==> config.mk <==
export PLATFORM = sky130hd
export DESIGN_NAME = mult_parity_responder
export DESIGN_NICKNAME = d
export VERILOG_FILES = /design/src/rtl/mult_parity_responder.sv
export SDC_FILE = /design/constraint.sdc
export NUM_CORES = 1
export LEC_CHECK = 0
export BUFFER_PORTS_ARGS = -buffer_cell sky130_fd_sc_hd__buf_2
export CORE_MARGIN = 4
export CORE_UTILIZATION = 25
export DETAILED_ROUTE_END_ITERATION = 12
export GPL_TIMING_DRIVEN = 0
export PLACE_DENSITY = 0.45
export SLEW_MARGIN = 30
export SYNTH_ARGS = -nofsm -noshare
export SYNTH_HDL_FRONTEND = slang
export SYNTH_SLANG_ARGS = --single-unit
==> constraint.sdc <==
create_clock -name clk -period 7.7 [get_ports clk]
set_input_delay 1.155 -clock clk [delete_from_list [all_inputs] [get_ports clk]]
set_output_delay 1.155 -clock clk [all_outputs]
set_load 0.01 [all_outputs]
==> src/rtl/mult_parity_responder.sv <==
// Responder side of the multiplier protocol: parity-checked operand handshake,
// sequential shift-add multiply. Optional MULT_EARLY_TERM_EN ends MULT once B is exhausted.
module mult_parity_responder #(
    parameter int DATA_W = 16
) (
    input  logic                  clk,
    input  logic                  rst,
    input  logic                  req,
    input  logic [DATA_W-1:0]     arg_a,
    input  logic                  arg_a_parity,
    input  logic [DATA_W-1:0]     arg_b,
    input  logic                  arg_b_parity,
    output logic                  ack,
    output logic [2*DATA_W-1:0]   result,
    output logic                  result_parity,
    output logic                  result_rdy,
    output logic                  arg_parity_error
);
    localparam int RW    = 2 * DATA_W;
    localparam int CNT_W = (DATA_W > 1) ? $clog2(DATA_W) : 1;

    typedef enum logic [1:0] {IDLE, MULT, DONE} state_t;

    state_t              state_q;
    logic [RW-1:0]       a_q, acc_q, result_q;
    logic [DATA_W-1:0]   b_q;
    logic [CNT_W-1:0]    cnt_q;
    logic                ack_q, rdy_q, res_par_q, err_q;

    logic                arg_err;
    logic [RW-1:0]       a_d, acc_d;
    logic [DATA_W-1:0]   b_d;
    logic                last_d;

    always_comb begin
        arg_err = (arg_a_parity != ^arg_a) | (arg_b_parity != ^arg_b);
        acc_d   = acc_q + (b_q[0] ? a_q : '0);
        a_d     = a_q << 1;
        b_d     = b_q >> 1;
        last_d  = (cnt_q == CNT_W'(DATA_W - 1));
`ifdef MULT_EARLY_TERM_EN
        // Remaining B bits are all zero, so further steps cannot change the sum.
        last_d  = last_d | (b_d == '0);
`endif
    end

    always_ff @(posedge clk) begin
        if (rst) begin
            state_q   <= IDLE;
            a_q       <= '0;
            b_q       <= '0;
            acc_q     <= '0;
            cnt_q     <= '0;
            result_q  <= '0;
            res_par_q <= 1'b0;
            err_q     <= 1'b0;
            ack_q     <= 1'b0;
            rdy_q     <= 1'b0;
        end else begin
            ack_q <= 1'b0;
            rdy_q <= 1'b0;
            case (state_q)
                IDLE: begin
                    if (req) begin
                        a_q   <= {{DATA_W{1'b0}}, arg_a};
                        b_q   <= arg_b;
                        acc_q <= '0;
                        cnt_q <= '0;
                        ack_q <= 1'b1;
                        if (arg_err) begin
                            result_q  <= '0;
                            res_par_q <= 1'b0;
                            err_q     <= 1'b1;
                            rdy_q     <= 1'b1;
                            state_q   <= DONE;
                        end else begin
                            err_q   <= 1'b0;
                            state_q <= MULT;
                        end
                    end
                end
                MULT: begin
                    acc_q <= acc_d;
                    a_q   <= a_d;
                    b_q   <= b_d;
                    cnt_q <= cnt_q + CNT_W'(1);
                    if (last_d) begin
                        result_q  <= acc_d;
                        res_par_q <= ^acc_d;
                        rdy_q     <= 1'b1;
                        state_q   <= DONE;
                    end
                end
                DONE:    state_q <= IDLE;
                default: state_q <= IDLE;
            endcase
        end
    end

    assign ack              = ack_q;
    assign result           = result_q;
    assign result_parity    = res_par_q;
    assign result_rdy       = rdy_q;
    assign arg_parity_error = err_q;
endmodule

==> results of run 1 <==
[sequential cells by signal, summed over array words and instances, names as in the netlist]
signal            flops
result_rdy            1
arg_parity_error      1
result               32
ack                   1
acc_q                32
result_parity         1
state_q               2
cnt_q                 4
b_q                  16
a_q                  32
[final cells by class]
class                      count  area, um2
fill                        2843      18110
tap                          335      419.2
sequential                   122       2442
buffer                        57      216.5
timing repair buffer          71      355.3
multi-input combinational    606       4045
clock inverter                11      191.4
inverter                       8      30.03
clock buffer                  21      470.5
[report_power, final]
group          switching [mW]  internal [mW]
registers              0.0444          0.692
clock network           0.304          0.600
logic                   0.422          0.233
total                   0.770           1.53
[stage by stage]
| step | cell area [um2] | worst slack, ns | cells | total power [mW] | hold slack [ns] |
|---|---|---|---|---|---|
| after global routing | 8170 | 2.343 | 1231 | 2.418 | 0.4886 |
| after detailed placement | 7508 | 2.671 | 1199 | 1.417 | 0.4685 |
| after global placement | 7508 | 2.657 | 1199 | 1.419 | 0.4667 |
| after floorplan | 6734 | 3.660 | 793 | 1.198 | 0.4552 |
| final | 8170 | 2.772 | 1231 | 2.295 | 0.4758 |
| after CTS | 8170 | 2.661 | 1231 | 2.325 | 0.4768 |
[worst max path at each step]
stage,start,end,slack [ns],cells after the start
floorplan,b_q[0],result_parity,3.66,17
global placement,b_q[0],result_parity,2.66,16
detailed placement,b_q[0],result_parity,2.67,17
CTS,b_q[0],result_parity,2.66,16
global route,b_q[0],result_parity,2.34,17
finish,b_q[0],result_parity,2.77,17
[synthesized netlist by cell type (all sizes together), types with 2 or more instances]
cell	number	area share
a211oi	3	0.0033
a21boi	2	0.0039
a21o	13	0.014
a21oi	28	0.021
a22oi	83	0.093
a311oi	31	0.040
a31o	2	0.0026
a31oi	7	0.0065
a41oi	2	0.0026
and2	33	0.031
and3	2	0.0019
buf	3	0.0020
clkbuf	54	0.030
dfxtp	122	0.36
ha	32	0.059
inv	8	0.0045
nand2	77	0.043
nand2b	2	0.0019
nand3	10	0.0074
nand4	3	0.0028
nor2	132	0.074
nor2b	3	0.0039
nor3	8	0.0059
o211ai	2	0.0022
o21a	2	0.0022
o21ai	15	0.011
o21bai	8	0.0089
o31ai	2	0.0030
o41ai	3	0.0050
or2	3	0.0032
xnor2	57	0.076
xnor3	7	0.023
xor2	22	0.029
[critical path, stage by stage (launching register included)]
cell,delay (ns)
dfxtp_1,0.48
clkbuf_1,0.35
and2_1,0.20
ha_1,0.23
clkbuf_1,0.21
a21o_1,0.22
a31oi_1,0.13
o21ai_0,0.09
o21bai_1,0.20
a41oi_1,0.43
o31ai_2,0.15
a221oi_1,0.42
o21ai_0,0.20
xor2_1,0.30
xnor3_1,0.45
xnor3_1,0.39
xnor2_1,0.26
o41ai_2,0.08
[cell families after synthesis]
group           count (synthesis)  synth area share
buf+inv                        65           0.03660
flops                         122            0.3627
xor+xnor                       86            0.1284
simple gates                  277            0.1789
compound gates                210            0.2310
fa+ha+maj                      33           0.06243
[per-layer routing]
metal  share of wire  GRT usage  vias up
li1                -          -     3006
met1            0.50     0.1988     2746
met2            0.44     0.2110      113
met3           0.046    0.03384       15
met4           0.013    0.03691        0
met5               0          0        -
==> results.yml, run 1 <==
outcome:
  run_status: "complete, no violations"
critical_path:
  critical_path_arrival_ns: 5.21
  setup.reg_to_reg.worst_slack_ns: 2.77
  r2r_cells: 17
  worst_r2r_startpoint: "b_q[0]"
  worstSetupPathType: "register to register"
  largest_driver_fanout_on_the_critical_path: 10
  worstPathRequired_ns: 7.99
  endpoint_kind: "register"
  reg2reg_to: "result_parity"
  cp-start-kind: "register"
clock_tree:
  postCtsSetupRepairBufs: 0
  htreeDepth: 4
  path_clk_slew_ns: 0.06
  cts.repair.resized: 0
  cts_hold_buffers: 0
  tritoncts.num_buffers: 17
  cts_max_path_buffers: 2
  tritoncts_num_sinks: 122
  clk-insertion-delay-late_ns: 0.42
  clock_tree_from_tritoncts: "built"
  cts-root-buf: "clkbuf_16"
yosys:
  synth_edf_count: 0
  post_synth_instance_area_um2: 6734
  synth_sequential_area_ratio: 0.3627
  post_synth_inst_count: 793
  synth_fp_nets: 863
  synthFlopType: "dfxtp_1"
  synth.distinct_cells: 54
  synth_seq_cells: 122
  synth-async-reset-ratio: 0
  synth.yosys.warnings: 0
  syn_avg_cell_area_um2: 8.492
drt:
  final_antenna_net_count: 0
  first_pass_iters: 5
  drc: 0
  totalWireLength_um: 20380
  routed_via_density: 4.777
  route.detailed.wl_per_inst_um: 16.55
  drtIter0Drc: 348
  via_count: 5880
global_routing:
  grt_max_degree: 17
  grt.overflow.total: 0
  grt_use_total: 0.1394
  grt_first_pass_wirelength_um: 32170
  grt_antenna_before_repair: 0
  number_of_global_route_vias_before_repair: 5774
hold_path:
  hold_start: "b_q[14]"
  hold-path-endpoint: "b_q[13]"
  hold_path_class: "register to register"
  min_path_cells: 2
final_layout:
  final_layout_size_suffix_gt1_frac: 0.1295
  diodes: 0
  synthesis_to_layout_area_growth_pct: 21.33
  layout.cells.most_common: "nor2_1"
  final_net_count: 953
  most_frequent_cells_in_the_layout: "nor2_1 (132), dfxtp_1 (122), a22oi_1 (83), nand2_1 (77), buf_2 (73)"
  final_util: 0.3109
floorplanning:
  pin_count: 73
  floorplan.rows: 59
  floorplan.initialDensity: 0.2562
  die_h_um: 172.1
  core_region_area_um2: 26280
  die_width_um: 172.1
  die_area_um2: 29630
job:
  timing.max_cap.violations: 0
power:
  power.density_cell_area_nw_per_um2: 280.9
  ir_drop_mv: 0.1247
  p_leak_nw: 3.384
place:
  dpl_hpwl_um: 15510
  port_buffers: 71
  gp_routability_congestion: 0.8054
sta:
  final_hold_viol_count: 0
  setup_violations: 0
  worstMarginPinSlew_ns: 0.7639
  layout_worst_path_cycle_share: 0.6400
  clock.fmax_mhz: 202.9
  fin_skew_ns: 0.008721
  maxSlewHeadroom: 0.4871
  post-route-min-period_ns: 4.928
  maxSlewViolCount: 0
  timing.setup.tns_ns: 0
  rsz_0062_raised_after_global_routing: "false"
Power figures use the tool's default switching activity.
==> inputs of run 2 (changes only) <==
--- a/config.mk
+++ b/config.mk
@@ -5,12 +5,13 @@
 export SDC_FILE = /design/constraint.sdc
 export NUM_CORES = 1
 export LEC_CHECK = 0
+export ABC_AREA = 1
 export BUFFER_PORTS_ARGS = -buffer_cell sky130_fd_sc_hd__buf_2
 export CORE_MARGIN = 4
 export CORE_UTILIZATION = 25
 export DETAILED_ROUTE_END_ITERATION = 12
 export GPL_TIMING_DRIVEN = 0
-export PLACE_DENSITY = 0.45
+export PLACE_DENSITY = 0.44
 export SLEW_MARGIN = 30
 export SYNTH_ARGS = -nofsm -noshare
 export SYNTH_HDL_FRONTEND = slang
==> constraint.sdc (replaced) <==
create_clock -name clk -period 4.6 [get_ports clk]
set_input_delay 0.69 -clock clk [delete_from_list [all_inputs] [get_ports clk]]
set_output_delay 0.69 -clock clk [all_outputs]
set_load 0.01 [all_outputs]
==> run 2 against run 1 <==
  * Final area rose by 18%
  * Critical path depth rose by 7
  * Cell count rose by 53%
  * Via count rose by 42%
  * Clock power rose by 50%
  * Combinational power rose by 73%
  * Area after synthesis rose by 21%
  * Maximum frequency rose by 24%
  * Global-route usage rose by 1.8 points
  * Clock skew fell by 0.00097 ns
  * First-iteration DRC count rose by 53%
  * Non-clock buffer count fell by 11
  * Critical path type unchanged
  * Highest routed layer unchanged
==> results.yml, run 2 <==
critical_path:
  worst_path_most_repeated_cell: "nand2_1"
  critical_path_arrival_ns: 4.33
  slowest_cp_cell: "fa_1"
  critical-path-max-stage-delay_ns: 0.41
  worst-path-stages: 24
  buffer_and_inverter_count_on_the_worst_path: 6
  path_cells: "clkbuf_1 > clkbuf_1 > nand2_1 > inv_1 > ha_1 > inv_1 > fa_1 > inv_1 > nand3_1 > nand2_1 > nand2_1 > nand2_1 > xor2_1 > nand3_1 > nand2_1 > xor2_1 > nand2_1 > nand2_1 > nand2_1 > nand2_1 > inv_1 > nand2_1 > nand3_1 > a21oi_1"
  endpoint_kind: "register"
  worstPathRequired_ns: 4.95
  setup.reg_to_reg.worst_slack_ns: 0.62
  r2r_cells: 24
  cp-endpoint: "result_parity"
  reg2reg_to: "result_parity"
  largest_driver_fanout_on_the_critical_path: 10
  cp-start-kind: "register"
  worstSetupPathType: "register to register"
  critical_path.top_delay_family: "simple AND/OR/NAND/NOR gates"
  worst_r2r_startpoint: "b_q[0]"
  crit_start: "b_q[0]"
clock_tree:
  cts-root-buf: "clkbuf_16"
  path_clk_slew_ns: 0.06
  htreeDepth: 4
  cts_max_path_buffers: 2
  postCtsSetupRepairBufs: 0
  cts_hold_buffers: 0
  clk-insertion-delay-late_ns: 0.43
  cts.repair.resized: 0
  clock_tree_from_tritoncts: "built"
  tritoncts_num_sinks: 122
  tritoncts.num_buffers: 17
yosys:
  yosys.area_share.adder: 0.05154
  synthSimpleGateAreaFrac: 0.3548
  synth.yosys.warnings: 0
  post_synth_instance_area_um2: 8157
  syn_avg_cell_area_um2: 6.064
  netlist.top_cell.by_area: "dfxtp_1"
  synthFlopType: "dfxtp_1"
  synth_xor_xnor_area_share: 0.05538
  combinational_family_with_the_most_area_after_synthesis: "simple AND/OR/NAND/NOR gates"
  synth_fp_nets: 1415
  synth.area.mux_share: 0
  synth_edf_count: 0
  synth_sequential_area_ratio: 0.2994
  synth_seq_cells: 122
  synth-async-reset-ratio: 0
  synthTopCellsByCount: "nand2_1 (536), inv_1 (189), dfxtp_1 (122), nor2_1 (93), a21oi_1 (71)"
  synth_most_common_cell: "nand2_1"
  synth.distinct_cells: 42
  post_synth_inst_count: 1345
  synth_compound_area_frac: 0.1279
  largest_cells_by_area_after_synthesis: "dfxtp_1 (30%), nand2_1 (25%), inv_1 (8.7%)"
  yosys.area.top_type_share: 0.2994
sta:
  hold_slack_ns: 0.4690
  maxSlewHeadroom: 0.4107
  layout_worst_path_cycle_share: 0.8652
  maxSlewViolCount: 0
  fin_skew_ns: 0.007746
  post-route-min-period_ns: 3.980
  timing.setup.tns_ns: 0
  clock.fmax_mhz: 251.3
  setup_violations: 0
  worstMarginPinSlew_ns: 0.8839
  final_hold_viol_count: 0
  rsz_0062_raised_after_global_routing: "false"
global_routing:
  groute.layer.met2.usage: 0.2704
  groute.layer.met3.usage: 0.02242
  globalRoute.busiestLayer: "met2"
  grt_use_total: 0.1579
  groute.layer.met1.usage: 0.2054
  grt_antenna_before_repair: 0
  grt.overflow.total: 0
  grt_first_pass_wirelength_um: 44410
  grt_max_degree: 17
  number_of_global_route_vias_before_repair: 8267
power:
  p_leak_nw: 4.790
  total_power_mw: 3.761
  power.density_cell_area_nw_per_um2: 389.7
  ir_drop_mv: 0.2707
drt:
  routed_via_density: 4.441
  via_count: 8363
  drc: 0
  first_pass_iters: 5
  totalWireLength_um: 27880
  drtIter0Drc: 532
  route.detailed.wl_per_inst_um: 14.80
  final_antenna_net_count: 0
final_layout:
  final_net_count: 1505
  diodes: 0
  multi_input_comb_area_um2: 4817
  layout.cells.most_common: "nand2_1"
  most_frequent_cells_in_the_layout: "nand2_1 (536), inv_1 (189), dfxtp_1 (122), nor2_1 (93), buf_2 (74)"
  synthesis_to_layout_area_growth_pct: 18.30
  layout.filler_cells: 3669
  final_area_um2: 9649
  final_layout_size_suffix_gt1_frac: 0.08702
  ff_latch_area_um2: 2442
  final_util: 0.3027
place:
  gp_routability_congestion: 0.9023
  detailed_place.area_um2: 9056
  dpl_hpwl_um: 22800
  port_buffers: 71
floorplanning:
  floorplan.initialDensity: 0.2558
  die_area_um2: 35580
  core_region_area_um2: 31880
  floorplan.rows: 65
  die_h_um: 188.6
  pin_count: 73
  die_width_um: 188.6
outcome:
  run_status: "complete, no violations"
hold_path:
  hold_path_class: "register to register"
job:
  timing.max_cap.violations: 0
run 2: changes by cell type in the layout (fill, tap and decap cells not counted), moves of 12 or more:
cell      delta
a22oi_1     -55
inv_1      +181
a31oi_1     +23
o21ai_0     +19
and2_1      -29
nor2_1      -39
a311oi_1    -31
nand3_1     +54
a21oi_1     +43
a21o_1      -12
xnor2_1     -29
nand2_1    +459
run 2: worst register-to-register path, stage by stage (launching register included):
cell and delay (ns):
dfxtp_1 0.30, clkbuf_1 0.27, clkbuf_1 0.35, nand2_1 0.09, inv_1 0.07, ha_1 0.18, inv_1 0.06, fa_1 0.41
inv_1 0.13, nand3_1 0.07, nand2_1 0.15, nand2_1 0.07, nand2_1 0.10, xor2_1 0.39, nand3_1 0.13, nand2_1 0.14
xor2_1 0.17, nand2_1 0.09, nand2_1 0.07, nand2_1 0.04, nand2_1 0.16, inv_1 0.06, nand2_1 0.07, nand3_1 0.16
a21oi_1 0.17
run 2: where the power goes:
group          switching, mW  leakage, nW  internal (mW)
combinational          0.817         3.51          0.309
clock                  0.507        0.288          0.849
sequential            0.0854        0.992           1.19
run 2: logic make-up (layout without fill, tap and decap cells):
kind of cell,Yosys count,in the layout
adder cells (fa/ha/maj),33,33
AND/OR/NAND/NOR,725,725
XOR/XNOR,49,49
AO/OA/AOI/OAI,177,177
buffers and inverters,239,342
flip-flops,122,122
run 2: metrics by stage:
step	cells	worst slack [ns]
global route	1883	0.1879
detailed placement	1851	0.4270
floorplan	1345	1.573
global placement	1851	0.4133
finish	1883	0.6202
CTS	1883	0.3837
run 2: how the worst min path moves through the flow:
stage	slack (ns)	end	from	depth (start not counted)
after detailed placement	0.46	acc_q[0]	acc_q[0]	2
after global routing	0.49	acc_q[27]	acc_q[27]	2
final	0.47	acc_q[0]	acc_q[0]	2
after global placement	0.46	acc_q[0]	acc_q[0]	2
after CTS	0.47	acc_q[0]	acc_q[0]	2
after floorplan	0.45	acc_q[2]	acc_q[2]	2
run 2: layout make-up:
class,instances,area share
multi-input cells,984,0.4992
clock buffers,20,0.04525
inverters,193,0.07508
flip-flops and latches,122,0.2531
well taps,435,0.05641
plain buffers,46,0.01867
repair buffers,71,0.03683
clock inverters,12,0.01543
run 2: metal layers:
metal / routed length (um) / vias up
met5: 0 / -
met4: 631 / 0
met3: 946 / 37
met2: 13220 / 161
met1: 13070 / 3776
li1: - / 4389
==> inputs of run 3 (changes only) <==
--- a/config.mk
+++ b/config.mk
@@ -8,10 +8,10 @@
 export ABC_AREA = 1
 export BUFFER_PORTS_ARGS = -buffer_cell sky130_fd_sc_hd__buf_2
 export CORE_MARGIN = 4
-export CORE_UTILIZATION = 25
+export CORE_UTILIZATION = 58
 export DETAILED_ROUTE_END_ITERATION = 12
 export GPL_TIMING_DRIVEN = 0
-export PLACE_DENSITY = 0.44
+export PLACE_DENSITY = 0.82
 export SLEW_MARGIN = 30
 export SYNTH_ARGS = -nofsm -noshare
 export SYNTH_HDL_FRONTEND = slang
==> run 3 against run 2 <==
  * Worst hold slack improved by 0.0068 ns
  * Worst setup slack got worse by 0.14 ns
  * Maximum frequency is 3.4% lower
  * Clock skew up 0.0061 ns
  * Clock power about the same
  * Wire length decreased by 14%
  * Cell count shrank 14%
  * Critical path depth up 1
  * Largest power group unchanged
==> results.yml, run 3 (synthesis gave the netlist of run 2 again) <==
outcome:
  run_status: "complete, no violations"
global_routing:
  grt_max_degree: 17
  grt_antenna_before_repair: 0
  grt.overflow.total: 0
  grt_use_total: 0.3018
  number_of_global_route_vias_before_repair: 8042
  grt_first_pass_wirelength_um: 38770
hold_path:
  hold_path_class: "register to register"
sta:
  worstMarginPinSlew_ns: 0.7034
  final_hold_viol_count: 0
  rsz_0062_raised_after_global_routing: "false"
  maxSlewHeadroom: 0.5311
  timing.setup.tns_ns: 0
  post-route-min-period_ns: 4.119
  timing.final.ws_setup_ns: 0.4808
  layout_worst_path_cycle_share: 0.8955
  setup_violations: 0
  maxSlewViolCount: 0
  fin_skew_ns: 0.01380
  clock.fmax_mhz: 242.8
place:
  gp_routability_congestion: 0.9954
  port_buffers: 71
  dpl_hpwl_um: 18520
  place_inst: 1596
  detailed_place.area_um2: 8737
  dpl_worst_slack_ns: 0.5721
drt:
  drtIter0Drc: 740
  via_count: 8784
  drc: 0
  route.detailed.wl_per_inst_um: 14.69
  routed_via_density: 5.396
  final_antenna_net_count: 0
  totalWireLength_um: 23920
  first_pass_iters: 5
floorplanning:
  die_area_um2: 16020
  floorplan.initialDensity: 0.5899
  pin_count: 73
  die_width_um: 126.6
  die_h_um: 126.6
  core_region_area_um2: 13830
  floorplan.rows: 43
clock_tree:
  cts_max_path_buffers: 2
  cts-root-buf: "clkbuf_16"
  tritoncts.num_buffers: 17
  path_clk_slew_ns: 0.06
  tritoncts_num_sinks: 122
  postCtsSetupRepairBufs: 0
  htreeDepth: 4
  cts_hold_buffers: 0
  clk-insertion-delay-late_ns: 0.43
  clock_tree_from_tritoncts: "built"
  cts.repair.resized: 0
power:
  total_power_mw: 3.725
  power.density_cell_area_nw_per_um2: 399.4
  p_leak_nw: 4.779
  ir_drop_mv: 0.3508
critical_path:
  worst_path_most_repeated_cell: "nand2_1"
  worstSetupPathType: "register to register"
  buffer_and_inverter_count_on_the_worst_path: 7
  largest_driver_fanout_on_the_critical_path: 10
  cp-start-kind: "register"
  worstPathRequired_ns: 4.94
  worst-path-stages: 25
  critical-path-max-stage-delay_ns: 0.49
  setup.reg_to_reg.worst_slack_ns: 0.48
  cp-endpoint: "result_parity"
  r2r_cells: 25
  critical_path_arrival_ns: 4.46
  slowest_cp_cell: "xor2_1"
  endpoint_kind: "register"
  worst_r2r_startpoint: "b_q[0]"
  critical_path.top_delay_family: "simple AND/OR/NAND/NOR gates"
  reg2reg_to: "result_parity"
  crit_start: "b_q[0]"
final_layout:
  final_net_count: 1505
  layout.filler_cells: 1233
  final_area_um2: 9328
  final_layout_size_suffix_gt1_frac: 0.08840
  synthesis_to_layout_area_growth_pct: 14.36
  most_frequent_cells_in_the_layout: "nand2_1 (536), inv_1 (189), dfxtp_1 (122), nor2_1 (93), buf_2 (74)"
  multi_input_comb_area_um2: 4810
  diodes: 0
  ff_latch_area_um2: 2442
  instances_no_fill: 1628
  layout.cells.most_common: "nand2_1"
job:
  timing.max_cap.violations: 0
==> run 3: changes by cell type in the layout (fill, tap and decap cells not counted), sizes merged <==
cell / delta
inv: +4
clkbuf: -3
clkinv: -3
clkinvlp: +3
bufinv: -1
==> run 3: metal layers <==
layer	GRT usage	vias to the layer above	wire (um)
met3	0.07326	57	1951
met2	0.4950	341	10900
li1	-	4411	-
met5	0	-	0
met1	0.3872	3975	10300
met4	0.1091	0	771
==> run 3: worst min-delay path by stage <==
stage	slack [ns]	cells after the start	start	endpoint
3_5_place_dp	0.46	2	acc_q[12]	acc_q[12]
6_report	0.48	2	acc_q[11]	acc_q[11]
3_3_place_gp	0.45	2	result_parity	result_parity
5_1_grt	0.49	2	acc_q[17]	acc_q[17]
4_1_cts	0.47	2	acc_q[4]	acc_q[4]
2_1_floorplan	0.45	2	acc_q[2]	acc_q[2]
==> run 3: layout make-up <==
| class | count | share of cell area |
|---|---|---|
| well taps | 180 | 0.02414 |
| plain buffers | 46 | 0.01932 |
| repair buffers | 71 | 0.03810 |
| clock inverters | 15 | 0.01771 |
| inverters | 193 | 0.07767 |
| multi-input cells | 984 | 0.5156 |
| flip-flops and latches | 122 | 0.2618 |
| clock buffers | 17 | 0.04561 |
==> run 3: worst reg2reg max path, delay by kind of cell (launching register included) <==
kind	cells	cell delay, ns
fa+ha+maj	2	0.59
simple gates	14	1.40
xor+xnor	1	0.49
compound gates	1	0.19
flops	1	0.30
buf+inv	7	1.06
==> run 3: power breakdown <==
part | internal [mW] | switching [mW] | leakage (nW)
combinational | 0.308 | 0.783 | 3.51
sequential | 1.19 | 0.0876 | 0.992
clock | 0.806 | 0.547 | 0.277
==> run 3: stage by stage <==
step | utilization | hold slack [ns]
final | 0.6746 | 0.4759
after global routing | 0.6746 | 0.4937
after global placement | 0.6319 | 0.4539
after floorplan | - | 0.4453
after detailed placement | 0.6319 | 0.4625
after CTS | 0.6746 | 0.4723
